===== src/rtl/if_id_inst_queue.sv =====
// Instruction queue between fetch and decode: a DEPTH-entry FIFO of {pc, inst} packets with flush.
// Optional zero-latency fetch-to-decode path is enabled by defining IFQ_BYPASS_EN.
module if_id_inst_queue #(
  parameter int DEPTH = 4,
  parameter int PTR_W = 2,
  parameter int BUS_W = 64
) (
  input  logic             clk,
  input  logic             resetn,
  input  logic             IF_to_ID_Valid,
  input  logic [BUS_W-1:0] IF_to_ID_Bus,
  output logic             ID_Allow_in,
  output logic             Q_to_ID_Valid,
  output logic [BUS_W-1:0] Q_to_ID_Bus,
  input  logic             ID_Ready,
  input  logic             flush,
  output logic [PTR_W:0]   q_count
);

  logic [BUS_W-1:0] mem_q [DEPTH];
  logic [BUS_W-1:0] mem_d [DEPTH];
  logic [PTR_W-1:0] wr_ptr_q, wr_ptr_d;
  logic [PTR_W-1:0] rd_ptr_q, rd_ptr_d;
  logic [PTR_W:0]   count_q, count_d;

  logic full;
  logic empty;
  logic bypass;
  logic push;
  logic pop;

  always_comb begin
    empty = (count_q == '0);
    full  = (count_q == (PTR_W+1)'(DEPTH));
`ifdef IFQ_BYPASS_EN
    // Decode takes the fetch packet directly; it never occupies an entry.
    bypass = empty & IF_to_ID_Valid & ID_Ready & ~flush;
`else
    bypass = 1'b0;
`endif
    push = IF_to_ID_Valid & ~full & ~flush & ~bypass;
    pop  = ~empty & ID_Ready & ~flush;
  end

  always_comb begin
    ID_Allow_in = ~full;
    q_count     = count_q;
    if (!empty) begin
      Q_to_ID_Valid = 1'b1;
      Q_to_ID_Bus   = mem_q[rd_ptr_q];
    end else begin
      Q_to_ID_Valid = 1'b0;
      Q_to_ID_Bus   = '0;
`ifdef IFQ_BYPASS_EN
      if (IF_to_ID_Valid && !flush) begin
        Q_to_ID_Valid = 1'b1;
        Q_to_ID_Bus   = IF_to_ID_Bus;
      end
`endif
    end
  end

  always_comb begin
    wr_ptr_d = wr_ptr_q;
    rd_ptr_d = rd_ptr_q;
    count_d  = count_q;
    if (flush) begin
      wr_ptr_d = '0;
      rd_ptr_d = '0;
      count_d  = '0;
    end else begin
      if (push) wr_ptr_d = wr_ptr_q + PTR_W'(1);
      if (pop)  rd_ptr_d = rd_ptr_q + PTR_W'(1);
      case ({push, pop})
        2'b10:   count_d = count_q + (PTR_W+1)'(1);
        2'b01:   count_d = count_q - (PTR_W+1)'(1);
        default: count_d = count_q;
      endcase
    end
  end

  always_comb begin
    for (int i = 0; i < DEPTH; i++) begin
      mem_d[i] = mem_q[i];
    end
    if (push) mem_d[wr_ptr_q] = IF_to_ID_Bus;
  end

  // Storage needs no reset: the output is forced to zero whenever the queue is empty.
  always_ff @(posedge clk) begin
    mem_q <= mem_d;
  end

  always_ff @(posedge clk or negedge resetn) begin
    if (!resetn) begin
      wr_ptr_q <= '0;
      rd_ptr_q <= '0;
      count_q  <= '0;
    end else begin
      wr_ptr_q <= wr_ptr_d;
      rd_ptr_q <= rd_ptr_d;
      count_q  <= count_d;
    end
  end

endmodule


===== config.mk =====
export PLATFORM = sky130hd
export DESIGN_NAME = if_id_inst_queue
export DESIGN_NICKNAME = d
export VERILOG_FILES = /design/src/rtl/if_id_inst_queue.sv
export SDC_FILE = /design/constraint.sdc
export NUM_CORES = 1
export LEC_CHECK = 0
export BUFFER_PORTS_ARGS = -buffer_cell sky130_fd_sc_hd__buf_2
export CAP_MARGIN = 20
export CORE_ASPECT_RATIO = 1.2
export CORE_MARGIN = 1.5
export CORE_UTILIZATION = 33
export CTS_CLUSTER_DIAMETER = 60
export DETAILED_ROUTE_END_ITERATION = 6
export SLEW_MARGIN = 20
export SYNTH_ARGS = -nofsm -noshare
export SYNTH_HDL_FRONTEND = slang
export SYNTH_SLANG_ARGS = --single-unit

===== constraint.sdc =====
create_clock -name clk -period 3.3 [get_ports clk]
set_input_delay 0.33 -clock clk [delete_from_list [all_inputs] [get_ports clk]]
set_output_delay 0.33 -clock clk [all_outputs]
set_load 0.005 [all_outputs]

==> impl_metrics.sql, run 1 <==
INSERT INTO impl_metrics (metric_group, metric, value, unit) VALUES
('grt', 'grt_pass1_vias', '5402', ''),
('drt', 'routedWlPerCell', '19.16', 'µm'),
('clock_network', 'clock_insertion_delay_worst_skew', '0.52', 'ns'),
('timing', 'setup_violations', '0', ''),
('clock_network', 'ctsResizeCount', '0', ''),
('grt', 'met2_usage', '22.00', '%'),
('drt', 'drc', '0', ''),
('synthesis', 'netlist-cell-type-count', '35', ''),
('timing', 'final.period_utilization', '81.66', '%'),
('power', 'leakage', '4.166', 'nW'),
('worst_setup_path', 'cpLargestDelayFamily', 'flip-flops', ''),
('final_layout', 'post_route_cells_drive_above_1_share', '38.85', '%'),
('clock_network', 'clock-sinks', '263', ''),
('grt', 'grt_overflow_total', '0', ''),
('timing', 'post-route-min-period', '2.695', 'ns'),
('drt', 'drt_pre_antenna_iters', '4', ''),
('grt', 'grtUsageMet3', '2.199', '%'),
('floorplanning', 'initial_core_util', '33.49', '%'),
('clock_network', 'cts.path.max_buffers', '3', ''),
('worst_hold_path', 'kind_of_path_behind_the_tightest_hold_check', 'in -> reg', ''),
('grt', 'grt_antenna_before_repair', '0', ''),
('run_status', 'run_status', 'completed', ''),
('synthesis', 'synth-edff-count', '256', ''),
('synthesis', 'synthesized_area', '10210', 'µm²'),
('drt', 'route.detailed.vias_per_inst', '4.763', ''),
('worst_setup_path', 'setup.worst_path.start_class', 'flip-flop', ''),
('timing', 'finalMaxSlewViolations', '0', ''),
('placed_design', 'placed_cells', '983', ''),
('timing', 'report.final.hold_viol_count', '0', ''),
('final_layout', 'layout-area-overhead-vs-synth', '20.24', '%'),
('synthesis', 'netlist_instances', '468', ''),
('timing', 'slew-limit-headroom', '58.45', '%'),
('clock_network', 'cts_root_buf', 'clkbuf_16', ''),
('floorplanning', 'placement_rows', '70', ''),
('grt', 'track_usage', '12.66', '%'),
('timing', 'clock_skew', '0.01261', 'ns'),
('power', 'power_density_over_the_cells', '594.7', 'nW/µm²'),
('timing', 'final.setup.tns', '0', 'ns'),
('synthesis', 'postSynth.asyncResetShare', '2.662', '%'),
('synthesis', 'number_of_warnings_printed_during_yosys_synthesis', '0', ''),
('final_layout', 'most_common_library_cell_in_the_layout_ignoring_fill_and_taps', 'edfxtp_1', ''),
('drt', 'drtIter0Drc', '286', ''),
('synthesis', 'seq_area_frac_synth', '77.03', '%'),
('worst_setup_path', 'cp.arrival', '2.36', 'ns'),
('drt', 'final_antenna_net_count', '0', ''),
('worst_setup_path', 'worst_setup_path_end_kind', 'output pin', ''),
('worst_setup_path', 'worstPathRequired', '2.97', 'ns'),
('final_layout', 'count_of_non_filler_cells_in_the_finished_layout', '1037', ''),
('timing', 'tightest_slew', '0.6233', 'ns'),
('clock_network', 'tritoncts', 'done', ''),
('power', 'vdd_drop_max', '0.0003303', 'V'),
('final_layout', 'final_nets', '698', ''),
('timing', 'postLayoutSetupSlackWorst', '0.6052', 'ns'),
('clock_network', 'htree_num_levels', '1', ''),
('floorplanning', 'design.die.area', '32000', 'µm²'),
('grt', 'grt_max_degree', '66', ''),
('synthesis', 'synth_seq_cells', '263', ''),
('job', 'maxCapViolCount', '0', ''),
('final_layout', 'antenna_cells', '0', ''),
('final_layout', 'final_cell_mix', '256 x edfxtp_1, 137 x buf_2, 64 x mux4_2, 64 x and2_1, 27 x clkbuf_16', ''),
('grt', 'met1_usage', '16.27', '%'),
('worst_setup_path', 'slowest_delay', '0.60', 'ns'),
('floorplanning', 'die_h', '195.7', 'µm'),
('worst_setup_path', 'cp_num_buf_inv', '2', ''),
('floorplanning', 'number_of_primary_i_o_pins', '138', ''),
('placed_design', 'dp.final_hpwl', '11670', 'µm'),
('synthesis', 'synth_nets', '542', ''),
('worst_setup_path', 'worst_path_max_delay_cell', 'dfrtp_4', ''),
('worst_setup_path', 'criticalPathCategory', 'reg -> out', ''),
('grt', 'grt-busiest-layer', 'met2', ''),
('drt', 'dr_total_vias', '4939', '');
[where the power goes]
part / total, mW / internal [mW] / switching, mW / leakage [nW]
Clock: 2.77 / 1.63 / 1.14 / 0.388
Sequential: 3.81 / 3.76 / 0.0474 / 2.42
Combinational: 0.717 / 0.371 / 0.346 / 1.36
[metal layers]
| metal | wire length (µm) | up-vias |
|---|---|---|
| li1 | - | 2209 |
| met1 | 8360 | 2576 |
| met2 | 10140 | 120 |
| met3 | 952 | 34 |
| met4 | 419 | 0 |
| met5 | 0 | - |
[sequential cells by signal, summed over array words and instances, names as in the netlist]
signal    cells
mem_q       256
q_count       3
wr_ptr_q      2
rd_ptr_q      2
[Yosys cell counts (2+ instances only)]
library cell / number / area share, %
ha_1: 4 / 0.49
edfxtp_1: 256 / 75
inv_1: 6 / 0.22
buf_2: 10 / 0.49
a21oi_1: 3 / 0.15
xor2_1: 2 / 0.17
clkbuf_1: 3 / 0.11
mux4_2: 64 / 14
and2_1: 68 / 4.2
nand2_1: 2 / 0.074
clkbuf_2: 5 / 0.25
o2111ai_1: 2 / 0.17
dfrtp_1: 7 / 1.7
buf_6: 5 / 0.55
nor2_1: 5 / 0.18
o21ai_0: 2 / 0.098
buf_4: 2 / 0.15
nand3_1: 4 / 0.20
nor3_1: 2 / 0.098
[worst paths after layout]
check,startpoint,end,slack [ns],cells after the start
min in group asynchronous,resetn,q_count[0]$_DFFE_PN0P_,0.18,2
setup / recovery,rd_ptr_q[0]$_DFFE_PN0P_,Q_to_ID_Bus[48],0.61,4
max in group asynchronous,resetn,rd_ptr_q[0]$_DFFE_PN0P_,2.94,2
hold reg to reg,wr_ptr_q[1]$_DFFE_PN0P_,wr_ptr_q[1]$_DFFE_PN0P_,0.61,2
setup reg to reg,q_count[0]$_DFFE_PN0P_,mem_q[123]$_DFFE_PP_,0.98,4
hold / removal,IF_to_ID_Bus[48],mem_q[112]$_DFFE_PP_,0.03,1
[kinds of logic after synthesis]
logic type,synth area share [%]
compound gates,0.9440
fa+ha+maj,0.6865
mux,14.23
xor+xnor,0.2575
flops,77.03
simple gates,5.051
buf+inv,1.802
[metrics by stage]
stage | util [%] | cell area (µm²) | hold slack, ns | power, mW
after floorplan | - | 10210 | 0.03441 | 4.319
final | 40.27 | 12270 | 0.02693 | 7.298
after global routing | 40.27 | 12270 | 0.004809 | 7.610
after global placement | 37.34 | 11380 | 0.1666 | 4.590
after detailed placement | 37.34 | 11380 | 0.1772 | 4.616
after CTS | 40.25 | 12270 | 0.0003695 | 7.419
[worst reg2reg max path, stage by stage, from the launching register on]
cell and delay [ns]:
dfrtp_1 0.58, nor3b_1 0.16, nor3_1 0.35, and2_4 0.57, buf_12 0.32
[final cells by class]
type	count	area, µm²
well taps	396	495.5
flip-flops and latches	263	7870
multi-input cells	173	2176
clock inverters	12	100.1
fillers	2755	18210
repair buffers	154	910.9
inverters	6	22.52
clock buffers	33	698.2
No activity file was read; power rests on OpenSTA's default activity.
==> inputs of run 2 (changes only) <==
Clock period 3.3 ns to 2.5 ns, I/O delays scaled along.
==> impl_metrics.sql, run 2 (synthesis results as in run 1) <==
INSERT INTO impl_metrics (metric_group, metric, value, unit) VALUES
('timing', 'post-route-min-period', '2.427', 'ns'),
('clock_network', 'clock_insertion_delay_worst_skew', '0.52', 'ns'),
('clock_network', 'cts_root_buf', 'clkbuf_16', ''),
('run_status', 'run_status', 'completed', ''),
('final_layout', 'largest_register_ff_count', '256', ''),
('worst_setup_path', 'reg2reg_to', 'q_count[2]$_DFFE_PN0P_', ''),
('clock_network', 'tritoncts', 'done', ''),
('job', 'maxCapViolCount', '0', ''),
('worst_setup_path', 'worst_setup_path_end_kind', 'output pin', ''),
('floorplanning', 'floorplan.die.width', '163.6', 'µm'),
('final_layout', 'registers.top_by_ff_count', 'mem_q', ''),
('final_layout', 'count_of_non_filler_cells_in_the_finished_layout', '1109', ''),
('final_layout', 'final_nets', '767', ''),
('timing', 'clock_skew', '0.01294', 'ns'),
('final_layout', 'layout-area-overhead-vs-synth', '29.06', '%'),
('grt', 'grt_overflow_total', '0', ''),
('grt', 'grt_antenna_before_repair', '1', ''),
('drt', 'drt_pre_antenna_iters', '4', ''),
('timing', 'setup_violations', '0', ''),
('floorplanning', 'initial_core_util', '33.49', '%'),
('timing', 'grt_setup_unrepaired', 'yes', ''),
('final_layout', 'antenna_cells', '0', ''),
('worst_setup_path', 'path_cells', 'buf_4 -> or3_2 -> buf_12 -> and2_1 -> buf_2', ''),
('clock_network', 'htree_num_levels', '1', ''),
('worst_setup_path', 'worst-r2r-cell-count', '6', ''),
('worst_setup_path', 'worstReg2RegStart', 'q_count[2]$_DFFE_PN0P_', ''),
('placed_design', 'port-buffer-count', '137', ''),
('floorplanning', 'design.die.area', '32000', 'µm²'),
('worst_setup_path', 'setup.reg_to_reg.worst_slack', '0.24', 'ns'),
('grt', 'grt_max_degree', '66', ''),
('drt', 'routedWlPerCell', '18.71', 'µm'),
('drt', 'final_antenna_net_count', '0', ''),
('floorplanning', 'coreArea', '30480', 'µm²'),
('floorplanning', 'number_of_primary_i_o_pins', '138', ''),
('worst_setup_path', 'worstPathRequired', '2.25', 'ns'),
('timing', 'tightest_slew', '0.4635', 'ns'),
('floorplanning', 'placement_rows', '70', ''),
('drt', 'routed_wirelength', '20750', 'µm'),
('drt', 'dr_total_vias', '5176', ''),
('timing', 'slew-limit-headroom', '68.86', '%'),
('drt', 'route.detailed.vias_per_inst', '4.667', ''),
('worst_setup_path', 'setup.worst_path.start_class', 'flip-flop', ''),
('clock_network', 'cts.path.max_buffers', '3', ''),
('worst_setup_path', 'cp.arrival', '2.18', 'ns'),
('timing', 'achievable-frequency', '0.4120', 'GHz'),
('power', 'power_density_over_the_cells', '764.4', 'nW/µm²'),
('grt', 'track_usage', '13.07', '%'),
('timing', 'final.period_utilization', '97.09', '%'),
('final_layout', 'most_common_library_cell_in_the_layout_ignoring_fill_and_taps', 'edfxtp_1', ''),
('final_layout', 'post_route_cells_drive_above_1_share', '39.69', '%'),
('power', 'finalPower', '10.07', 'mW'),
('drt', 'drc', '0', ''),
('placed_design', 'placed_cells', '993', ''),
('worst_setup_path', 'slowest_delay', '0.51', 'ns'),
('placed_design', 'dp.final_hpwl', '12390', 'µm'),
('final_layout', 'postLayoutCoreUtil', '43.22', '%'),
('final_layout', 'final_cell_mix', '256 x edfxtp_1, 129 x buf_2, 66 x dlygate4sd3_1', ''),
('timing', 'finalMaxSlewViolations', '0', ''),
('worst_setup_path', 'cpLargestDelayFamily', 'simple AND/OR/NAND/NOR gates', ''),
('worst_setup_path', 'critical_path_peak_fanout', '65', ''),
('clock_network', 'clock-sinks', '263', ''),
('worst_setup_path', 'worst_path_max_delay_cell', 'or3_2', ''),
('worst_setup_path', 'criticalPathCategory', 'reg -> out', ''),
('timing', 'report.final.hold_viol_count', '0', ''),
('grt', 'global_route_wire_length_before_repair', '31950', 'µm'),
('placed_design', 'globalplace.congestion', '0.7515', ''),
('clock_network', 'clkTransAtPathRegs', '0.06', 'ns'),
('drt', 'drtIter0Drc', '231', ''),
('power', 'leakage', '4.554', 'nW'),
('power', 'vdd_drop_max', '0.0003495', 'V'),
('worst_hold_path', 'kind_of_path_behind_the_tightest_hold_check', 'in -> async', ''),
('floorplanning', 'die_h', '195.7', 'µm'),
('clock_network', 'numCtsBuffers', '27', ''),
('worst_setup_path', 'cp_num_buf_inv', '3', ''),
('final_layout', 'n_fill_cell', '2680', ''),
('grt', 'grt_pass1_vias', '5762', '');
run 2: cell count changes in the layout (fill, tap and decap cells not counted), sizes merged:
cell | before | now
dlygate4sd3 | 9 | 66
bufinv | 2 | 3
inv | 6 | 9
clkinvlp | 0 | 2
buf | 145 | 154
run 2: area by class of cell:
type	instances	area, µm²	area share [%]
clock buffers	31	690.7	5.243
flip-flops and latches	263	7870	59.74
clock inverters	18	185.2	1.406
inverters	6	22.52	0.1710
repair buffers	222	1708	12.96
multi-input cells	173	2202	16.72
well taps	396	495.5	3.761
run 2: power breakdown:
part / total, mW / switching [mW] / internal (mW) / leakage (nW)
combinational: 1.14 / 0.519 / 0.618 / 1.71
clock: 3.93 / 1.62 / 2.31 / 0.426
sequential: 5.00 / 0.0361 / 4.97 / 2.42
total: 10.1 / 2.18 / 7.89 / 4.55
run 2: worst max-delay path by stage:
| stage | from | to | slack, ns | cells past startpoint |
|---|---|---|---|---|
| floorplan | q_count[0]$_DFFE_PN0P_ | mem_q[0]$_DFFE_PP_ | 0.33 | 4 |
| finish | q_count[1]$_DFFE_PN0P_ | Q_to_ID_Bus[2] | 0.07 | 5 |
| global route | rd_ptr_q[0]$_DFFE_PN0P_ | Q_to_ID_Bus[45] | -0.02 | 4 |
| CTS | rd_ptr_q[0]$_DFFE_PN0P_ | Q_to_ID_Bus[45] | 0.0003 | 4 |
| detailed placement | q_count[2]$_DFFE_PN0P_ | q_count[2]$_DFFE_PN0P_ | 0.24 | 6 |
| global placement | q_count[2]$_DFFE_PN0P_ | q_count[2]$_DFFE_PN0P_ | 0.40 | 6 |
run 2: repair_timing:
| item | in CTS | in global routing |
|---|---|---|
| hold buffers | 66 | 0 |
| buffers inserted | 0 | 1 |
| resized for setup | 4 | 22 |
| endpoints found under the hold margin | 269 | 0 |
| endpoints found under the setup margin | 64 | 45 |
| pin swaps | 0 | 1 |
run 2: routing by layer:
layer	global-route usage, %	share of wire [%]	wire length (µm)	vias to the layer above
met1	15.74	41	8500	2662
met4	2.727	1.3	278	2
met2	23.84	52	10880	130
li1	-	-	-	2353
met5	0	0.034	7	-
met3	2.854	5.2	1074	29
run 2: through the flow:
step / hold WS [ns] / instance area (µm²) / worst slack, ns / setup TNS, ns
global route: 0.06044 / 13170 / -0.01827 / -0.1264
CTS: 0.04209 / 13060 / 0.0002831 / 0
global placement: 0.08526 / 11510 / 0.4023 / 0
finish: 0.08128 / 13170 / 0.07269 / 0
detailed placement: 0.09364 / 11510 / 0.2412 / 0
floorplan: -0.04559 / 10210 / 0.3336 / 0
